## config.mk

```make
export PLATFORM = sky130hd
export DESIGN_NAME = uart_rx
export DESIGN_NICKNAME = d
export VERILOG_FILES = /design/src/rtl/uart_rx.sv
export SDC_FILE = /design/constraint.sdc
export NUM_CORES = 1
export LEC_CHECK = 0
export CORE_MARGIN = 2
export CORE_UTILIZATION = 58
export CTS_BUF_LIST = sky130_fd_sc_hd__clkbuf_2
export CTS_CLUSTER_SIZE = 30
export DETAILED_ROUTE_END_ITERATION = 10
export DONT_BUFFER_PORTS = 1
export PLACE_DENSITY_LB_ADDON = 0.05
export SETUP_SLACK_MARGIN = 0.1
export SYNTH_ARGS = -nofsm -noshare
export SYNTH_HDL_FRONTEND = slang
export SYNTH_SLANG_ARGS = --single-unit
```

## constraint.sdc

```tcl
create_clock -name clk -period 1.7 [get_ports clk]
set_clock_uncertainty 0.15 [all_clocks]
set_input_delay 0 -clock clk [delete_from_list [all_inputs] [get_ports clk]]
set_output_delay 0 -clock clk [all_outputs]
set_load 0.005 [all_outputs]
```

## src/rtl/uart_rx.sv

```systemverilog
// 8N1 UART receiver with configurable oversampling, mid-bit sampling and
// frame-error reporting. Consumes a shared b_tick strobe at OVERSAMPLE x baud.
module uart_rx #(
  parameter int OVERSAMPLE = 16
) (
  input  logic       clk,
  input  logic       reset,
  input  logic       b_tick,
  input  logic       rx,
  output logic [7:0] rx_data,
  output logic       rx_done,
  output logic       rx_busy,
  output logic       frame_err
);

  localparam int TW = $clog2(OVERSAMPLE);
  localparam logic [TW-1:0] TICK_MID  = TW'(OVERSAMPLE / 2 - 1);
  localparam logic [TW-1:0] TICK_LAST = TW'(OVERSAMPLE - 1);

  typedef enum logic [1:0] {IDLE, START, DATA, STOP} state_t;

  state_t          state_q, state_d;
  logic [TW-1:0]   tick_q, tick_d;
  logic [2:0]      bit_q, bit_d;
  logic [7:0]      shift_q, shift_d;
  logic [7:0]      data_d;
  logic            done_d, ferr_d;
  logic            rx_meta, rx_s;

  // Synchronizer flops reset high so a reset release never looks like a start bit.
  always_ff @(posedge clk or negedge reset) begin
    if (!reset) begin
      rx_meta <= 1'b1;
      rx_s    <= 1'b1;
    end else begin
      // NOTE: non-blocking assignments keep the two flops as a true shift chain.
      rx_meta <= rx;
      rx_s    <= rx_meta;
    end
  end

  always_comb begin
    // NOTE: every output gets a default first so no path can infer a latch.
    state_d = state_q;
    tick_d  = tick_q;
    bit_d   = bit_q;
    shift_d = shift_q;
    data_d  = rx_data;
    done_d  = 1'b0;
    ferr_d  = 1'b0;

    unique case (state_q)
      IDLE: begin
        if (!rx_s) begin
          state_d = START;
          tick_d  = '0;
        end
      end
      START: begin
        if (b_tick) begin
          if (tick_q == TICK_MID) begin
            if (!rx_s) begin
              state_d = DATA;
              tick_d  = '0;
              bit_d   = '0;
            end else begin
              state_d = IDLE;
            end
          end else begin
            tick_d = tick_q + TW'(1);
          end
        end
      end
      DATA: begin
        if (b_tick) begin
          if (tick_q == TICK_LAST) begin
            shift_d = {rx_s, shift_q[7:1]};
            tick_d  = '0;
            if (bit_q == 3'd7) state_d = STOP;
            else               bit_d   = bit_q + 3'd1;
          end else begin
            tick_d = tick_q + TW'(1);
          end
        end
      end
      STOP: begin
        if (b_tick) begin
          if (tick_q == TICK_LAST) begin
            tick_d  = '0;
            state_d = IDLE;
            // Returning to IDLE here lets a held-low line re-arm as a new start.
            if (rx_s) begin
              data_d = shift_q;
              done_d = 1'b1;
            end else begin
              ferr_d = 1'b1;
            end
          end else begin
            tick_d = tick_q + TW'(1);
          end
        end
      end
      default: state_d = IDLE;
    endcase
  end

  always_ff @(posedge clk or negedge reset) begin
    if (!reset) begin
      state_q   <= IDLE;
      tick_q    <= '0;
      bit_q     <= '0;
      shift_q   <= '0;
      rx_data   <= 8'h00;
      rx_done   <= 1'b0;
      frame_err <= 1'b0;
    end else begin
      state_q   <= state_d;
      tick_q    <= tick_d;
      bit_q     <= bit_d;
      shift_q   <= shift_d;
      rx_data   <= data_d;
      rx_done   <= done_d;
      frame_err <= ferr_d;
    end
  end

  assign rx_busy = (state_q != IDLE);

endmodule

```

* Word-level counts from Yosys, hierarchy flattened
Cells that the tools add are included.
** Cells by class
- Add/subtract/negate cells :: 2
- Reductions and logical operators :: 9
- Equality and inequality tests :: 17
- Multiplexer cells :: 31
** Operators by type and width (count)
- $mux 4 :: 5
- $ne 2x2->1 const B :: 10
- $mux 2 :: 9
- $mux 3 :: 6
- $pmux 4 s3 :: 1
- $mux 1 :: 8
- $pmux 2 s4 :: 1
- $reduce_and 8->1 :: 1
- $reduce_and 7->1 :: 1
- $pmux 3 s2 :: 1
- $add 4x1->4 const B :: 1
- $eq 2x2->1 const B :: 2
- $eq 4x3->1 const B :: 1
- $eq 4x4->1 const B :: 1
- $reduce_and 4->1 :: 1
- $reduce_bool 2->1 :: 2
- $add 3x1->3 const B :: 1
- $eq 3x3->1 const B :: 1
- $reduce_and 3->1 :: 1
- $eq 2x1->1 const B :: 1
- $logic_not 2->1 :: 1
- $ne 2x1->1 const B :: 1
- $reduce_and 2->1 :: 1
- $reduce_or 2->1 :: 1
** Storage, ports and cells
- Input bits :: 4
- Word-level logic and storage cells :: 68
- Register bits after elaboration :: 29
- Output and inout bits :: 11

* Longest topological paths before layout
- Depth in word-level cells :: 5
- Mapped depth :: 5
- Mapped depth without buffers :: 5

* Worst setup path after synthesis
Ideal clock, no wire load.
- Path kind :: register to register
- From :: register tick_q[0]
- To :: register bit_q[0]
- Path slack :: -72 ps
- Required time :: 1425 ps
- Cell stages (with the launch flop) :: 5
- Period minus slack after synthesis :: 1772 ps
- Buffers on the path :: 0
- Setup time :: 125 ps
- Arrival time :: 1498 ps
- Cells stage by stage :: dfrtp_1 > ha_1 > nand4_4 > o32ai_4 > mux2_2
** Between the ends
- Longest elaborated chain between the ends :: 3
- Elaborated cells on any way between the ends :: 5
- Those cells by class :: eq/ne: 4; reduce/logical: 1
** RTL lines
- from (decl) :: RTL line 23 : logic [TW-1:0] tick_q, tick_d;
- from (signal assigned) :: RTL line 118 : tick_q <= tick_d;
- $eq 4x4->1 / $eq 4x3->1 (equally long branches) :: RTL line 76, 61
- $ne 2x2->1 (no source line)
- $reduce_and 7->1 (no source line) *
- to (signal assigned) :: RTL line 119 : bit_q <= bit_d;
- to (decl) :: RTL line 24 : logic [2:0] bit_q, bit_d;
Every way passes the cells marked *; elsewhere a longest branch is shown, timed or not.
A chain may end at the register's enable or synchronous reset.

==> impl_metrics.yaml <==
final_layout:
  seqCellArea_um2: 731
  multi_input_area_um2: 672
  final_common_cell: "dfrtp_1"
  antenna_cells: 0
  fin_cells: 161
  layout_common_cells: "dfrtp_1 (25), mux2_4 (19), buf_4 (17)"
  layout-drive-gt1-share_pct: 51.1
  syn2layout_area_growth_pct: 36.5
  fill_cells: 121
  nNetsFinal: 139
drt:
  routedWlPerCell_um: 17.5
  drc: 0
  antenna_left: 0
  dr.pass1.iters: 4
  dr.first_iter.drc_count: 28
  vias: 950
  drt_wl_total_um: 2820
  vias_per_cell: 5.90
timing:
  max_slew_margin_pct: 61.0
  rsz0062_at_grt: "true"
  final.setup.worst_slack_ns: -0.0373
  fmax_mhz: 576
  worstMarginPinSlew_ns: 0.579
  hold_violations: 0
  final_max_slew_viol_count: 0
  setup-violations-final: 1
  timing.final.crit_period_ns: 1.74
  period_share_pct: 102
yosys:
  ys_ff_latch: 29
  synthesis.area_mm2: 0.00132
  ys_types: 35
  synth_xor_area_share_pct: 0.666
  synthSimpleGateAreaFrac_pct: 11.4
  synthCells: 98
  synth_mux_area_share_pct: 17.0
  synth_area_per_cell_um2: 13.4
  synth-compound-area-share_pct: 9.99
  ys_seq_area_share_pct: 55.4
  yosys.area_share.adder_pct: 2.85
  ys.warnings.count: 0
  synth_nets: 105
  synth_top_family_by_area: "multiplexers"
floorplan:
  placementRows: 17
  start_util_pct: 60.6
  core_area_mm2: 0.00217
  die_w_um: 51.6
  die_area_mm2: 0.00266
  ios: 15
  dieHeight_um: 51.6
worst_hold_path:
  holdPathStages: 1
  hold_class: "primary input to flop"
grt:
  antenna_found_initial: 0
  grt_pass1_vias: 916
  grt_pass1_wl_um: 4660
  grt-ovfl-total: 0
  grt_use_total_pct: 25.1
  grt_max_degree: 28
power:
  powerDensity_mw_per_mm2: 1080
  switching_share_pct: 35.4
  leakage_nw: 0.819
  finalPower_mw: 1.95
  p_seq_share_pct: 44.3
  ir_drop_uv: 791
  p_sw_mw: 0.689
  pwr-share-clk_pct: 16.5
  pwr-share-comb_pct: 39.2
  power.internal_mw: 1.26
placement:
  numPlacedInstances: 136
  gp_congestion: 0.847
  io_buffers: 0
  dp_hpwl_um: 1570
outcome:
  violations: "setup timing"
  status: "complete, but fails checks"
cts:
  cts.path.max_buffers: 2
  numCtsBuffers: 5
  root_buffer: "clkbuf_2"
  clock-sinks: 29
  clk_pin_slew_worst_paths_ns: 0.17
  cts_tree: "yes"
  cts_max_level: 2
  clock_latency_ns: 0.36
worst_setup_path:
  critPathCaptureType: "flop"
  path_class: "flop to flop"
  worstPathRequired_ns: 1.79
  r2r_cells: 4
  crit_fanout: 8
  cp.arrival_ns: 1.83
  start_kind: "flop"
flow_run:
  max-cap-violations: 0
==> layer usage <==
layer / share of wire, % / global-route usage (%)
met5: 0 / 0
met4: 1.7 / 13.2
met3: 5.6 / 8.05
met2: 47 / 35.9
met1: 45 / 34.3
==> synthesized netlist by cell type (all sizes together) <==
master / instances / area, µm²
dfrtp: 27 / 676
mux2: 19 / 214
nor2: 7 / 41.3
inv: 5 / 18.8
ha: 3 / 37.5
nand2: 3 / 11.3
nand3: 3 / 15.0
nand4: 3 / 33.8
buf: 2 / 16.3
dfstp: 2 / 52.6
o2111ai: 2 / 17.5
o21ai: 2 / 10.0
or3: 2 / 18.8
a211o: 1 / 8.76
a21o: 1 / 7.51
a21oi: 1 / 5.00
a221oi: 1 / 8.76
a31oi: 1 / 6.26
a32oi: 1 / 8.76
and2: 1 / 6.26
and3: 1 / 6.26
mux2i: 1 / 10.0
nand2b: 1 / 6.26
nor3: 1 / 5.00
o21a: 1 / 7.51
o22a: 1 / 8.76
o22ai: 1 / 6.26
o311ai: 1 / 8.76
o32ai: 1 / 27.5
or2: 1 / 6.26
xor2: 1 / 8.76
==> stage by stage <==
stage	hold slack (ns)	util [%]	setup TNS [ns]	cell area (µm²)	setup slack [ns]
after floorplan	-0.446	-	0	1330	0.0199
after global placement	-0.445	66.3	0	1440	0.0194
after detailed placement	-0.445	66.3	-0.104	1440	-0.0378
after CTS	0.0204	80.3	-0.0881	1740	-0.0318
after global routing	-0.000987	82.8	-0.811	1800	-0.0606
final	0.0325	82.8	-0.0373	1800	-0.0373
==> path summary, 6_finish.rpt <==
check | slack (ns) | from | endpoint
worst max-delay path | -0.04 | flop | state_q[0]$_DFFE_PN0P_
worst min-delay path | 0.03 | rx | rx_meta$_DFF_PN1_
worst max register to register | -0.04 | flop | state_q[0]$_DFFE_PN0P_
worst min register to register | 0.22 | rx_meta$_DFF_PN1_ | rx_s$_DFF_PN1_
max in group asynchronous | 0.67 | reset | state_q[0]$_DFFE_PN0P_
min in group asynchronous | 0.52 | reset | tick_q[3]$_DFFE_PN0P_
==> repair_timing <==
item                                    CTS  global route
buffers inserted                          7             4
gates cloned                              0             0
hold buffers                              6             0
resized for setup                        25             8
endpoints found under the hold margin    41             0
endpoints found under the setup margin   21            23
pin swaps                                 9             6
==> flip-flops by register name, summed over array words and instances (netlist names), 3 cells and up, named ones only <==
name and cells:
rx_data 8, tick_q 4, shift_q 8, bit_q 3
==> kinds of logic (layout without fill, tap and decap cells) <==
family | after synthesis | count (layout)
AOI/OAI and AO/OA | 15 | 15
xor gates and xnor gates | 1 | 1
adders and majority gates | 3 | 3
buffers and inverters | 7 | 42
DFF | 29 | 29
muxes | 20 | 20
and+or+nand+nor | 23 | 23
==> power by group through the flow <==
stage	sequential [mW]	clock, mW	combinational, mW
5_1_grt	0.870	0.363	0.821
3_5_place_dp	0.869	0	0.531
4_1_cts	0.859	0.330	0.645
2_1_floorplan	0.861	0	0.342
3_3_place_gp	0.864	0	0.515
6_report	0.862	0.321	0.764
==> area by class of cell <==
type                    instances  area share [%]
repair buffers                 29            16.8
clock inverters                 3           0.697
well taps                      28            1.95
flip-flops and latches         29            40.7
clock buffers                   5            1.39
multi-input cells              62            37.4
inverters                       5            1.05
==> worst max-delay path, cell delays in order (launching register included) <==
cell and delay [ns]:
dfrtp_1 0.44, buf_4 0.18, o21ai_0 0.48, a221oi_1 0.18, a21o_1 0.18
(Power assumes the default switching activity.)
